**src/rtl/fetch_ctrl_pkg.sv**
```systemverilog
// Shared types and constants for the fetch-stage controller: PC mux selects,
// FSM encoding, LM/SM mask geometry and the pipeline flush vector.
package fetch_ctrl_pkg;

    localparam int NREG = 8;
    localparam int IDXW = 3;

    localparam logic [2:0] PC_SEL_INC      = 3'd0;
    localparam logic [2:0] PC_SEL_S3_RF    = 3'd1;
    localparam logic [2:0] PC_SEL_S5_MEM   = 3'd2;
    localparam logic [2:0] PC_SEL_S2_PCIMM = 3'd3;
    localparam logic [2:0] PC_SEL_S3_PCINC = 3'd4;
    localparam logic [2:0] PC_SEL_S2_IMM   = 3'd5;
    localparam logic [2:0] PC_SEL_S4_ALU   = 3'd6;

    typedef enum logic {
        IDLE = 1'b0,
        LMSM = 1'b1
    } fetchState_t;

    typedef struct packed {
        logic ifid;
        logic idrr;
        logic rrex;
        logic exmem;
    } flushVec_t;

    // A redirect from stage N squashes every pipeline register younger than N.
    function automatic flushVec_t flushUpTo(input int unsigned stage);
        flushVec_t f;
        f.ifid  = (stage >= 2);
        f.idrr  = (stage >= 3);
        f.rrex  = (stage >= 4);
        f.exmem = (stage >= 5);
        return f;
    endfunction

endpackage

```
**src/rtl/priority_enc8.sv**
```systemverilog
// Lowest-set-bit encoder with a valid flag; used to walk LM/SM register masks
// in ascending index order.
module priority_enc8
    import fetch_ctrl_pkg::*;
(
    input  logic [NREG-1:0] maskIn,
    output logic [IDXW-1:0] lowIdx,
    output logic            valid
);

    always_comb begin
        // NOTE: defaults first so every path assigns both outputs and no latch is inferred.
        lowIdx = '0;
        valid  = 1'b0;
        // Scanning downward lets the lowest set bit make the final assignment.
        for (int i = NREG - 1; i >= 0; i--) begin
            if (maskIn[i]) begin
                lowIdx = IDXW'(i);
                valid  = 1'b1;
            end
        end
    end

endmodule

```
**src/rtl/fetch_ctrl.sv**
```systemverilog
// Fetch-stage control: redirect arbitration, load-use stalls, LM/SM micro-op
// sequencing, and flush/bubble generation for the younger pipeline registers.
module fetch_ctrl
    import fetch_ctrl_pkg::*;
(
    input  logic            clk,
    input  logic            reset,
    input  logic            redir_s2_jal,
    input  logic            redir_s2_lhi,
    input  logic            redir_s3_jlr,
    input  logic            redir_s3_restore,
    input  logic            redir_s4_alu,
    input  logic            redir_s5_mem,
    input  logic            load_use,
    input  logic            lmsm_start,
    input  logic [NREG-1:0] lmsm_mask,
    output logic [2:0]      pc_sel,
    output logic            pc_write,
    output logic            ifid_write,
    output logic            flush_ifid,
    output logic            flush_idrr,
    output logic            flush_rrex,
    output logic            flush_exmem,
    output logic            bubble_rrex,
    output logic            lmsm_busy,
    output logic [IDXW-1:0] lmsm_idx,
    output logic            lmsm_last
);

    fetchState_t     stateQ, stateD;
    logic [NREG-1:0] pendMaskQ, pendMaskD;
    logic [NREG-1:0] encIn, remainMask;
    logic [IDXW-1:0] encIdx;
    logic            encValid;
    logic            single;
    logic            lateRedirect, earlyRedirect;
    flushVec_t       flushSel;

    // One encoder serves both the incoming mask (IDLE) and the pending mask (LMSM).
    assign encIn = (stateQ == LMSM) ? pendMaskQ : lmsm_mask;

    priority_enc8 u_enc (
        .maskIn (encIn),
        .lowIdx (encIdx),
        .valid  (encValid)
    );

    assign remainMask = encIn & ~(NREG'(1) << encIdx);
    assign single     = encValid && (remainMask == '0);

    assign lateRedirect  = redir_s5_mem | redir_s4_alu | redir_s3_jlr | redir_s3_restore;
    // Stage 2 is occupied by the LM/SM itself while the expansion runs.
    assign earlyRedirect = (stateQ == IDLE) && (redir_s2_jal | redir_s2_lhi);

    always_comb begin
        pc_sel      = PC_SEL_INC;
        pc_write    = 1'b1;
        ifid_write  = 1'b1;
        flushSel    = '0;
        bubble_rrex = 1'b0;
        lmsm_busy   = 1'b0;
        lmsm_idx    = '0;
        lmsm_last   = 1'b0;
        stateD      = stateQ;
        pendMaskD   = pendMaskQ;

        if (redir_s5_mem) begin
            pc_sel   = PC_SEL_S5_MEM;
            flushSel = flushUpTo(5);
        end else if (redir_s4_alu) begin
            pc_sel   = PC_SEL_S4_ALU;
            flushSel = flushUpTo(4);
        end else if (redir_s3_jlr) begin
            pc_sel   = PC_SEL_S3_RF;
            flushSel = flushUpTo(3);
        end else if (redir_s3_restore) begin
            pc_sel   = PC_SEL_S3_PCINC;
            flushSel = flushUpTo(3);
        end else if (earlyRedirect && redir_s2_jal) begin
            pc_sel   = PC_SEL_S2_PCIMM;
            flushSel = flushUpTo(2);
        end else if (earlyRedirect) begin
            pc_sel   = PC_SEL_S2_IMM;
            flushSel = flushUpTo(2);
        end

        if (lateRedirect) begin
            stateD    = IDLE;
            pendMaskD = '0;
        end else if (earlyRedirect) begin
            // Redirect select and flushes are already set above.
        end else if (stateQ == LMSM) begin
            stateD    = IDLE;
            pendMaskD = '0;
            if (encValid) begin
                lmsm_busy = 1'b1;
                lmsm_idx  = encIdx;
                lmsm_last = single;
                pendMaskD = remainMask;
                if (!single) begin
                    stateD     = LMSM;
                    pc_write   = 1'b0;
                    ifid_write = 1'b0;
                end
            end
        end else if (load_use) begin
            pc_write    = 1'b0;
            ifid_write  = 1'b0;
            bubble_rrex = 1'b1;
        end else if (lmsm_start && encValid) begin
            lmsm_busy = 1'b1;
            lmsm_idx  = encIdx;
            lmsm_last = single;
            if (!single) begin
                stateD     = LMSM;
                pendMaskD  = remainMask;
                pc_write   = 1'b0;
                ifid_write = 1'b0;
            end
        end

        if (reset) begin
            pc_sel      = PC_SEL_INC;
            pc_write    = 1'b0;
            ifid_write  = 1'b0;
            flushSel    = '1;
            bubble_rrex = 1'b0;
            lmsm_busy   = 1'b0;
            lmsm_idx    = '0;
            lmsm_last   = 1'b0;
        end
    end

    assign flush_ifid  = flushSel.ifid;
    assign flush_idrr  = flushSel.idrr;
    assign flush_rrex  = flushSel.rrex;
    assign flush_exmem = flushSel.exmem;

    always_ff @(posedge clk) begin
        // NOTE: non-blocking so both registers update from pre-edge values.
        if (reset) begin
            stateQ    <= IDLE;
            pendMaskQ <= '0;
        end else begin
            stateQ    <= stateD;
            pendMaskQ <= pendMaskD;
        end
    end

endmodule
```
**config.mk**
```make
export PLATFORM = sky130hd
export DESIGN_NAME = fetch_ctrl
export DESIGN_NICKNAME = d
export VERILOG_FILES = /design/src/rtl/fetch_ctrl_pkg.sv /design/src/rtl/priority_enc8.sv /design/src/rtl/fetch_ctrl.sv
export SDC_FILE = /design/constraint.sdc
export NUM_CORES = 1
export LEC_CHECK = 0
export CORE_AREA = 2 2 49 51
export CTS_BUF_LIST = sky130_fd_sc_hd__clkbuf_4
export DETAILED_ROUTE_END_ITERATION = 8
export DIE_AREA = 0 0 51 53
export HOLD_SLACK_MARGIN = 0.08
export PLACE_DENSITY = 0.88
export SYNTH_ARGS = -nofsm -noshare
export SYNTH_HDL_FRONTEND = slang
export SYNTH_SLANG_ARGS = --single-unit
export TNS_END_PERCENT = 50
```
**constraint.sdc**
```tcl
create_clock -name clk -period 3 [get_ports clk]
set_clock_uncertainty 0.15 [all_clocks]
set_input_delay 0.45 -clock clk [delete_from_list [all_inputs] [get_ports clk]]
set_output_delay 0.45 -clock clk [all_outputs]
set_load 0.005 [all_outputs]
```
==> results.cfg <==
[placed_design]
portBuffers = 32
detailed_place_hpwl_mm = 2.67
post_dp_cell_area_um2 = 1540
finalWeightedCongestion = 0.938
setup_ws_pre_cts_ns = -0.448

[clock_network]
clkLatencyLatePin_ns = 0.29
cts.root.buffer_cell = clkbuf_4
clock_tree.htree_level_count = 1
path_clk_slew_ns = 0.08
cts_buffers = 3
clock_path_buffers = 2
post_cts_hold_buffer_count = 0
clock_tree_from_tritoncts = done
cts_sinks = 9

[logic_synthesis]
yosys_most_used_dff = dfxtp_1
avgSynthCellArea_um2 = 7.51
number_of_warnings_issued_by_yosys = 0
yosysUniqueCellTypes = 46
synth_nets = 143
synth_async_sr_flop_share = 0
synth.cell_area_um2 = 938
synth_top_cell_area_share = 0.192
ys_ff_latch = 9
synth.largest_area_cell = dfxtp_1
synthCells = 125
synth_seq_area_share = 0.192
synth_enable_flop_cells = 0
synthTopCellsByArea = dfxtp_1 (19%), mux2i_1 (6.4%), nor2_1 (6.4%)

[layout]
antenna_cells = 0
mostFrequentLayoutCells = buf_4 (45), clkdlybuf4s50_1 (15), nor2_1 (13), nand2_1 (10), dfxtp_1 (9)
layout.filler_cells = 119
area_delta_synth_final_pct = 86.3
nNetsFinal = 221
drive_gt1_frac = 0.441
finalInstanceArea_um2 = 1750
seqCellArea_um2 = 180
multi_input_area_um2 = 805
layout.cells.most_common = buf_4

[critical_path]
critical_path_peak_fanout = 10
critPathLaunchType = flip-flop
critPathLaunch = stateQ$_SDFFE_PP0N_
ff2ff_setup_slack_ns = 0.47
worst_r2r_startpoint = stateQ$_SDFFE_PP0N_
critical_path.n_buffers_inverters = 3
critPathRequiredTime_ns = 2.40
crit_path_top_delay_cell = dfxtp_1
timing.critical_path.to_type = output port
crit_path_end = pc_write
timing.critical_path.cells = buf_4, buf_4, nand2b_1, and2_1, nand2_1, a21oi_2, nand3_2, a22o_1, a41oi_2, clkbuf_2
timing.critical_path.max_delay_family = compound AO/OA/AOI/OAI gates
number_of_cells_on_the_critical_path = 10
r2r_end = pendMaskQ[1]$_SDFFE_PP0P_
worst_path_largest_cell_delay_ns = 0.33
cp.arrival_ns = 2.45
path_class = reg2out
critical-path-top-cell-by-count = buf_4
worstRegToRegCells = 11

[sta]
final.setup.worst_slack_ns = -0.0547
final_period_minus_worst_setup_slack_ns = 3.05
max_slew_margin = 0.769
grt_setup_unrepaired = yes
clock.fmax_ghz = 0.327
fin_tns_setup_ns = -0.138
setup_viol = 3
tightest_slew_ns = 0.342
final_hold_viol_count = 0
final_max_slew_viol_count = 0
final.period_utilization = 1.02

[floorplanning]
die_w_um = 51
fp.dieH_um = 53
start_util = 0.437
die-area_um2 = 2700
boundaryPins = 33
core_region_area_um2 = 2150
fp-row-count = 17

[power]
pwr-share-clk = 0.310
cell_internal_pwr_uw = 254
power_density_nw_per_um2 = 213
power.ir.vdd_worst_v = 0.000277
power.switching_fraction = 0.318
post-layout-total-power_uw = 372
share_of_power_burned_in_registers = 0.321
power.combinational.fraction = 0.369
leakagePower_nw = 0.813
switchingPower_uw = 118

[global_routing]
groute.usage.overall = 0.312
grt_pass1_wl_mm = 6.16
grt_antenna_before_repair = 0
grt.overflow.total = 0
grt_pass1_vias = 1357
largest_net_degree_at_the_start_of_global_routing = 11

[status]
violations = setup timing
run_status = finished with violations

[drt]
detail_route.wl_per_cell_um = 19.5
vias = 1421
detail_route.wirelength_mm = 4.48
violation_count_after_the_first_detailed_routing_iteration = 79
post-route-drc-count = 0
route.detailed.vias_per_inst = 6.18
postRouteAntennaNets = 0
first_pass_iteration_count_of_the_detailed_router = 4

[worst_hold_path]
min-delay-path-class = reg2reg
hp-start = pendMaskQ[7]$_SDFFE_PP0P_

[job]
max-cap-violations = 0
cell type report:
| type | instances | share of cell area |
|---|---|---|
| timing repair buffer | 79 | 0.384 |
| sequential | 9 | 0.103 |
| multi-input combinational | 103 | 0.460 |
| inverter | 7 | 0.0150 |
| clock buffer | 4 | 0.0172 |
| tap | 28 | 0.0200 |
cell usage after synthesis, types with 2 or more instances:
| cell | count |
|---|---|
| inv_2 | 2 |
| nor3_1 | 8 |
| o2bb2ai_1 | 2 |
| nor2_1 | 16 |
| o21ai_0 | 3 |
| buf_6 | 2 |
| inv_1 | 5 |
| nand2_1 | 11 |
| and3_1 | 2 |
| dfxtp_1 | 9 |
| a221oi_1 | 2 |
| nor3b_1 | 3 |
| a21o_1 | 4 |
| mux2_2 | 2 |
| or2_2 | 3 |
| o22ai_2 | 2 |
| nand3_1 | 5 |
| and2_1 | 2 |
| a21oi_1 | 6 |
| nand2b_1 | 4 |
| mux2i_1 | 6 |
| buf_2 | 2 |
stage by stage:
| stage | hold slack [ns] | utilization | std cells |
|---|---|---|---|
| 3_5_place_dp | 0.341 | 0.718 | 218 |
| 3_3_place_gp | 0.331 | 0.718 | 218 |
| 5_1_grt | 0.393 | 0.814 | 230 |
| 4_1_cts | 0.352 | 0.767 | 228 |
| 6_report | 0.365 | 0.814 | 230 |
| 2_1_floorplan | 0.317 | - | 125 |
state kept, by name, summed over array words and instances (netlist names):
signal and flops:
pendMaskQ 8, stateQ 1
metal layers:
layer	track usage	vias to the layer above	part of all wire
met4	0.140	0	0.060
met5	0	-	0
met1	0.344	685	0.37
li1	-	610	-
met2	0.571	93	0.48
met3	0.0650	33	0.093
kinds of logic after synthesis:
group                      count (synthesis)  share of synthesized area
buffers and inverters                     13                     0.0747
AOI/OAI and AO/OA                         32                      0.279
and+or+nand+nor                           61                      0.339
muxes                                      9                      0.104
adders and majority gates                  1                     0.0120
DFF                                        9                      0.192
worst min-delay path by stage:
stage          cells past startpoint  slack, ns                   endpoint
4_1_cts                            1       0.35  pendMaskQ[4]$_SDFFE_PP0P_
5_1_grt                            1       0.39  pendMaskQ[7]$_SDFFE_PP0P_
6_report                           1       0.37  pendMaskQ[7]$_SDFFE_PP0P_
3_5_place_dp                       1       0.34  pendMaskQ[4]$_SDFFE_PP0P_
3_3_place_gp                       1       0.33  pendMaskQ[2]$_SDFFE_PP0P_
2_1_floorplan                      1       0.32  pendMaskQ[2]$_SDFFE_PP0P_
power by group through the flow:
stage	sequential [mW]	combinational, mW	clock, mW
floorplan	0.122	0.0424	0
global placement	0.122	0.109	0
detailed placement	0.122	0.114	0
CTS	0.120	0.120	0.110
global route	0.120	0.143	0.124
finish	0.120	0.137	0.116
worst register-to-register path, delay by kind of cell (launching register included):
| family | cells | cell delay (ns) |
|---|---|---|
| flip-flops | 1 | 0.33 |
| AO/OA/AOI/OAI | 5 | 0.70 |
| multiplexers | 2 | 0.60 |
| buffers and inverters | 4 | 0.64 |
timing repair:
item | CTS | global route
setup endpoints to repair | 7 | 7
resized for setup | 26 | 28
pin swaps | 4 | 7
gates cloned | 0 | 0
setup buffers | 6 | 2
No activity file was read; power rests on OpenSTA's default activity.
